<file path="config.mk">
export PLATFORM = sky130hd
export DESIGN_NAME = db_qp_ram_ctrl
export DESIGN_NICKNAME = d
export VERILOG_FILES = /design/src/rtl/db_qp_ram_ctrl.sv
export SDC_FILE = /design/constraint.sdc
export NUM_CORES = 1
export LEC_CHECK = 0
export CORE_MARGIN = 2
export CORE_UTILIZATION = 37
export DETAILED_ROUTE_END_ITERATION = 16
export PLACE_DENSITY = 0.86
export SYNTH_ARGS = -nofsm -noshare
export SYNTH_HDL_FRONTEND = slang
export SYNTH_SLANG_ARGS = --single-unit
</file>
<file path="constraint.sdc">
create_clock -name clk -period 2.1 [get_ports clk]
set_input_delay 0.315 -clock clk [delete_from_list [all_inputs] [get_ports clk]]
set_output_delay 0.315 -clock clk [all_outputs]
set_load 0.03 [all_outputs]
</file>
<file path="src/rtl/db_qp_ram_ctrl.sv">
// db_qp_ram_ctrl: QP side-info RAM controller with read/write/flag-RMW requests and full-RAM clear.
// Optional flag read-modify-write (op 2) is enabled by defining DB_QP_RMW_EN.
`ifndef PIC_X_WIDTH
`define PIC_X_WIDTH 8
`endif
module db_qp_ram_ctrl #(
   parameter int Word_Width = 20,
   parameter int Addr_Width = `PIC_X_WIDTH
) (
   input  logic                  clk,
   input  logic                  rst,
   input  logic                  init_start_i,
   output logic                  busy_o,
   input  logic                  req_valid_i,
   output logic                  req_ready_o,
   input  logic [1:0]            req_op_i,
   input  logic [Addr_Width-1:0] req_addr_i,
   input  logic [Word_Width-1:0] req_data_i,
   output logic                  rd_valid_o,
   output logic [Word_Width-1:0] rd_data_o,
   output logic                  ram_cen_o,
   output logic                  ram_oen_o,
   output logic                  ram_wen_o,
   output logic [Addr_Width-1:0] ram_addr_o,
   output logic [Word_Width-1:0] ram_data_o,
   input  logic [Word_Width-1:0] ram_data_i
);
`ifdef DB_QP_RMW_EN
   typedef enum logic [1:0] {IDLE, CLEAR, RMW_WR} state_t;
   logic [Addr_Width-1:0] r_addr;
   logic [19:6]           r_opnd;
   logic [Word_Width-1:0] w_merged;
   assign w_merged = {ram_data_i[19:12] | r_opnd[19:12], r_opnd[11:6], ram_data_i[5:0]};
`else
   typedef enum logic [1:0] {IDLE, CLEAR} state_t;
`endif
   state_t                r_state, w_nxt;
   logic [Addr_Width-1:0] r_cnt;
   logic                  r_rd_p1, r_rd_valid, w_rd, w_acc;
   logic [Word_Width-1:0] r_rd_data;
   assign req_ready_o = !rst && r_state == IDLE && !init_start_i;
   assign w_acc       = req_valid_i && req_ready_o;
   assign busy_o      = r_state == CLEAR;
   assign ram_oen_o   = 1'b0;
   assign rd_valid_o  = r_rd_valid;
   assign rd_data_o   = r_rd_data;
   always_comb begin
      w_nxt      = r_state;
      ram_cen_o  = 1'b1;
      ram_wen_o  = 1'b1;
      ram_addr_o = req_addr_i;
      ram_data_o = req_data_i;
      w_rd       = 1'b0;
      case (r_state)
         IDLE:
            if (init_start_i) w_nxt = CLEAR;
            else if (w_acc)
               case (req_op_i)
                  2'd0: begin ram_cen_o = 1'b0; w_rd = 1'b1; end
                  2'd1: begin ram_cen_o = 1'b0; ram_wen_o = 1'b0; end
`ifdef DB_QP_RMW_EN
                  2'd2: begin ram_cen_o = 1'b0; w_nxt = RMW_WR; end
`endif
                  default: ;
               endcase
         CLEAR: begin
            ram_cen_o  = 1'b0;
            ram_wen_o  = 1'b0;
            ram_addr_o = r_cnt;
            ram_data_o = '0;
            w_nxt      = (&r_cnt) ? IDLE : CLEAR;
         end
`ifdef DB_QP_RMW_EN
         RMW_WR: begin
            ram_cen_o  = 1'b0;
            ram_wen_o  = 1'b0;
            ram_addr_o = r_addr;
            ram_data_o = w_merged;
            w_nxt      = IDLE;
         end
`endif
         default: w_nxt = IDLE;
      endcase
   end
   // read data arrives one cycle after the strobe and is registered on the next edge
   always_ff @(posedge clk or posedge rst) begin
      if (rst) begin
         r_state    <= IDLE;
         r_cnt      <= '0;
         r_rd_p1    <= 1'b0;
         r_rd_valid <= 1'b0;
         r_rd_data  <= '0;
      end else begin
         r_state    <= w_nxt;
         r_cnt      <= (r_state == CLEAR) ? r_cnt + 1'b1 : '0;
         r_rd_p1    <= w_rd;
         r_rd_valid <= r_rd_p1;
         if (r_rd_p1) r_rd_data <= ram_data_i;
      end
   end
`ifdef DB_QP_RMW_EN
   always_ff @(posedge clk or posedge rst) begin
      if (rst) begin
         r_addr <= '0;
         r_opnd <= '0;
      end else if (w_acc && req_op_i == 2'd2) begin
         r_addr <= req_addr_i;
         r_opnd <= req_data_i[19:6];
      end
   end
`endif
endmodule

</file>
==> Flow_metrics.wiki <==
{| class="wikitable"
! Metric !! Value
|-
| Final std cells w/o fill || 284
|-
| Capture point of the worst path || ram_data_o[11]
|-
| Flops & latches, synth || 31
|-
| Yosys top cell area share || 53.1%
|-
| Proportion of synthesized flip-flops having asynchronous set or reset || 100%
|-
| Sequential Power Share || 39.0%
|-
| Crit start category || register
|-
| Unrepaired setup endpoints after global routing || false
|-
| Mapped Cells || 124
|-
| Number of warning messages in the yosys log || 0
|-
| Post-CTS Hold Buffers || 0
|-
| Clock tree from TritonCTS || built
|-
| Number of antenna violations at the first check in global routing || 0
|-
| Number of primary I/O pins || 108
|-
| Count of inserted antenna diode cells || 0
|-
| Leakage power summed over all cells || 1.21 nW
|-
| Starting DRT DRC Count || 58
|-
| Required time of the worst setup path || 1.78 ns
|-
| Initial core utilization || 39.3%
|-
| Maximum number of pins on one net before global-route repair || 46
|-
| Global routing usage summed across all routing layers || 17.6%
|-
| Commonest register cell after synthesis || sky130_fd_sc_hd__dfrtp_1
|-
| Number of max-slew violations in the final report || 0
|-
| Final Skew || 0.00415 ns
|-
| Net load switching power || 0.587 mW
|-
| Endpoint class of the critical path || output port
|-
| Post-layout nets || 290
|-
| Area overhead of the layout relative to synthesis || 85.4%
|-
| Worst setup path startpoint || r_state[0]
|-
| First-pass GRT wire length || 5820 um
|-
| Vias || 1327
|-
| Status || complete, no violations
|-
| Pwr dens || 715 mW/mm2
|-
| Net count after synthesis || 179
|-
| Reg-to-reg critical path endpoint || r_cnt[6]
|-
| Avg Cell Area, Syn || 11.8 um2
|-
| Deepest level of the CTS H-tree || 2
|-
| Drc violations || 0
|-
| Clk sinks || 31
|-
| Post-layout total power || 1.94 mW
|-
| Fraction of final layout cells sized beyond drive strength 1 || 18.6%
|-
| Root buffer cell || sky130_fd_sc_hd__clkbuf_8
|-
| Overflow after GRT || 0
|-
| CP Data Arrival Time || 1.70 ns
|-
| Clock latency on the worst-skew pair || 0.28 ns
|-
| Number of synthesized flops with an enable pin || 0
|-
| Final Critical Period || 2.01 ns
|-
| Reported max-cap violation count || 0
|-
| Most frequent cells after synthesis || sky130_fd_sc_hd__dfrtp_1, sky130_fd_sc_hd__mux2_2, sky130_fd_sc_hd__nor2b_1
|-
| Ratio of final minimum period to clock period || 95.8%
|-
| Count of cells along the worst register-to-register path || 4
|-
| Path category of the worst min-delay check || register to register
|-
| Biggest area contributors in the synthesized netlist || sky130_fd_sc_hd__dfrtp_1, sky130_fd_sc_hd__mux2_2, sky130_fd_sc_hd__nor2b_1
|-
| Most instantiated library cell after synthesis || sky130_fd_sc_hd__dfrtp_1
|-
| Final weighted congestion in routability-driven placement || 0.707
|-
| Share of power burned in the clock network || 31.0%
|-
| Path type of the worst setup path || register to output port
|-
| Buffers on Ports || 106
|-
| Max Freq || 497 MHz
|-
| Number of buffers inserted by post-CTS setup repair || 0
|-
| Antenna Violating Nets Remaining || 0
|-
| R2R setup slack || 0.69 ns
|-
| Vertical die dimension || 66.8 um
|-
| Number of buffers added by the clock tree synthesis step || 5
|-
| Average routed wire per standard cell || 13.4 um
|-
| Post-synth cell types || 24
|-
| Buffers from clock root to sink, at most || 2
|-
| Combinational Power Share || 30.0%
|-
| Clock-pin slew reported for the worst setup and hold paths after clock tree synthesis || 0.07 ns
|-
| Initial DRT Pass Iterations || 4
|-
| Detailed placer's ending HPWL || 2860 um
|-
| Startpoint of the lowest-slack register-to-register path || r_cnt[0]
|-
| Cell area after synthesis || 0.00146 mm2
|-
| Die width || 66.8 um
|-
| Total routed wirelength || 3790 um
|-
| Share of synthesized area occupied by flip-flops and latches || 53.1%
|-
| Number of global-route vias before repair || 1331
|-
| Worst supply voltage drop on vdd || 584 uV
|-
| # placed instances || 276
|-
| Area inside the core boundary || 0.00372 mm2
|-
| Final count of hold timing violations || 0
|-
| Final setup viols || 0
|-
| Critical-path maximum fanout || 45
|-
| Detailed-route vias per instance || 4.67
|-
| # rows || 22
|-
| Die footprint || 0.00447 mm2
|-
| Sw Ratio || 30.3%
|-
| Biggest area consumer among synthesized cells || sky130_fd_sc_hd__dfrtp_1
|-
| Cell internal power dissipation || 1.35 mW
|}
## per-stage QoR
stage | hold WS (ns) | setup WS (ns) | utilization (%) | instance area [um2] | TNS, ns
floorplan | 0.364 | 0.309 | - | 1460 | 0
global placement | 0.489 | -0.0947 | 69.7 | 2590 | -0.139
detailed placement | 0.495 | -0.105 | 69.7 | 2590 | -0.172
CTS | 0.511 | 0.0117 | 72.8 | 2710 | 0
global route | 0.518 | 0.0326 | 72.9 | 2710 | 0
finish | 0.504 | 0.0875 | 72.9 | 2710 | 0
## cell type report
class	instances	area, um2
flip-flops and latches	31	776
repair buffers	111	1100
fillers	284	1010
inverters	4	15.0
clock inverters	2	35.0
well taps	48	60.1
multi-input cells	82	643
clock buffers	6	82.6
## flip-flops by register name, summed over array words and instances (netlist names)
register,cells
r_cnt,8
r_rd_p1,1
r_state,1
rd_data_o,20
rd_valid_o,1
## routing by layer
layer / GRT usage [%] / vias to the layer above / routed length [um]
li1: - / 635 / -
met5: 0 / - / 0
met1: 20.1 / 590 / 1520
met2: 28.2 / 95 / 1660
met3: 7.60 / 7 / 544
met4: 8.42 / 0 / 75
## timing repair
action,CTS,global route
resized for setup,7,2
cloned,0,0
endpoints found under the setup margin,7,2
## worst min-delay path by stage
stage,cells past startpoint,to,slack [ns],startpoint
after detailed placement,1,rd_data_o[12],0.50,rd_data_o[12]
final,1,rd_data_o[12],0.50,rd_data_o[12]
after global placement,1,rd_data_o[8],0.49,rd_data_o[8]
after floorplan,0,rd_valid_o,0.36,r_rd_p1
after global routing,1,rd_data_o[12],0.52,rd_data_o[12]
after CTS,1,rd_data_o[12],0.51,rd_data_o[12]
## kinds of logic after synthesis
logic type	share of synthesized area [%]
buf+inv	3.34
compound gates	3.08
other cells	0.257
xor+xnor	1.80
simple gates	18.3
fa+ha+maj	0.856
mux	19.3
flops	53.1
## power groups by stage
| stage | Sequential [mW] | Combinational, mW | Clock (mW) |
|---|---|---|---|
| floorplan | 0.768 | 0.330 | 0 |
| global placement | 0.762 | 0.606 | 0 |
| detailed placement | 0.764 | 0.618 | 0 |
| CTS | 0.755 | 0.592 | 0.615 |
| global route | 0.769 | 0.632 | 0.639 |
| finish | 0.755 | 0.581 | 0.602 |
## worst max-delay path: stages (launching register included)
cell and delay (ns):
sky130_fd_sc_hd__dfrtp_1 0.39, sky130_fd_sc_hd__buf_12 0.18, sky130_fd_sc_hd__nor2b_1 0.15, sky130_fd_sc_hd__clkdlybuf4s50_1 0.69
## cell usage in the layout, fill, tap and decap left out, types with 2 or more instances in the layout
cell type and count:
sky130_fd_sc_hd__clkbuf_8 6, sky130_fd_sc_hd__dfrtp_1 31, sky130_fd_sc_hd__mux2_2 25, sky130_fd_sc_hd__xnor2_1 2, sky130_fd_sc_hd__buf_4 8, sky130_fd_sc_hd__inv_1 4, sky130_fd_sc_hd__and2_1 4, sky130_fd_sc_hd__clkdlybuf4s50_1 94
sky130_fd_sc_hd__o21ai_0 6, sky130_fd_sc_hd__dlymetal6s2s_1 2, sky130_fd_sc_hd__nand3_1 2, sky130_fd_sc_hd__or4b_1 3, sky130_fd_sc_hd__nor2_1 4, sky130_fd_sc_hd__nand2_1 5, sky130_fd_sc_hd__nor2b_1 21, sky130_fd_sc_hd__dlygate4sd2_1 6
(Power assumes the default switching activity.)
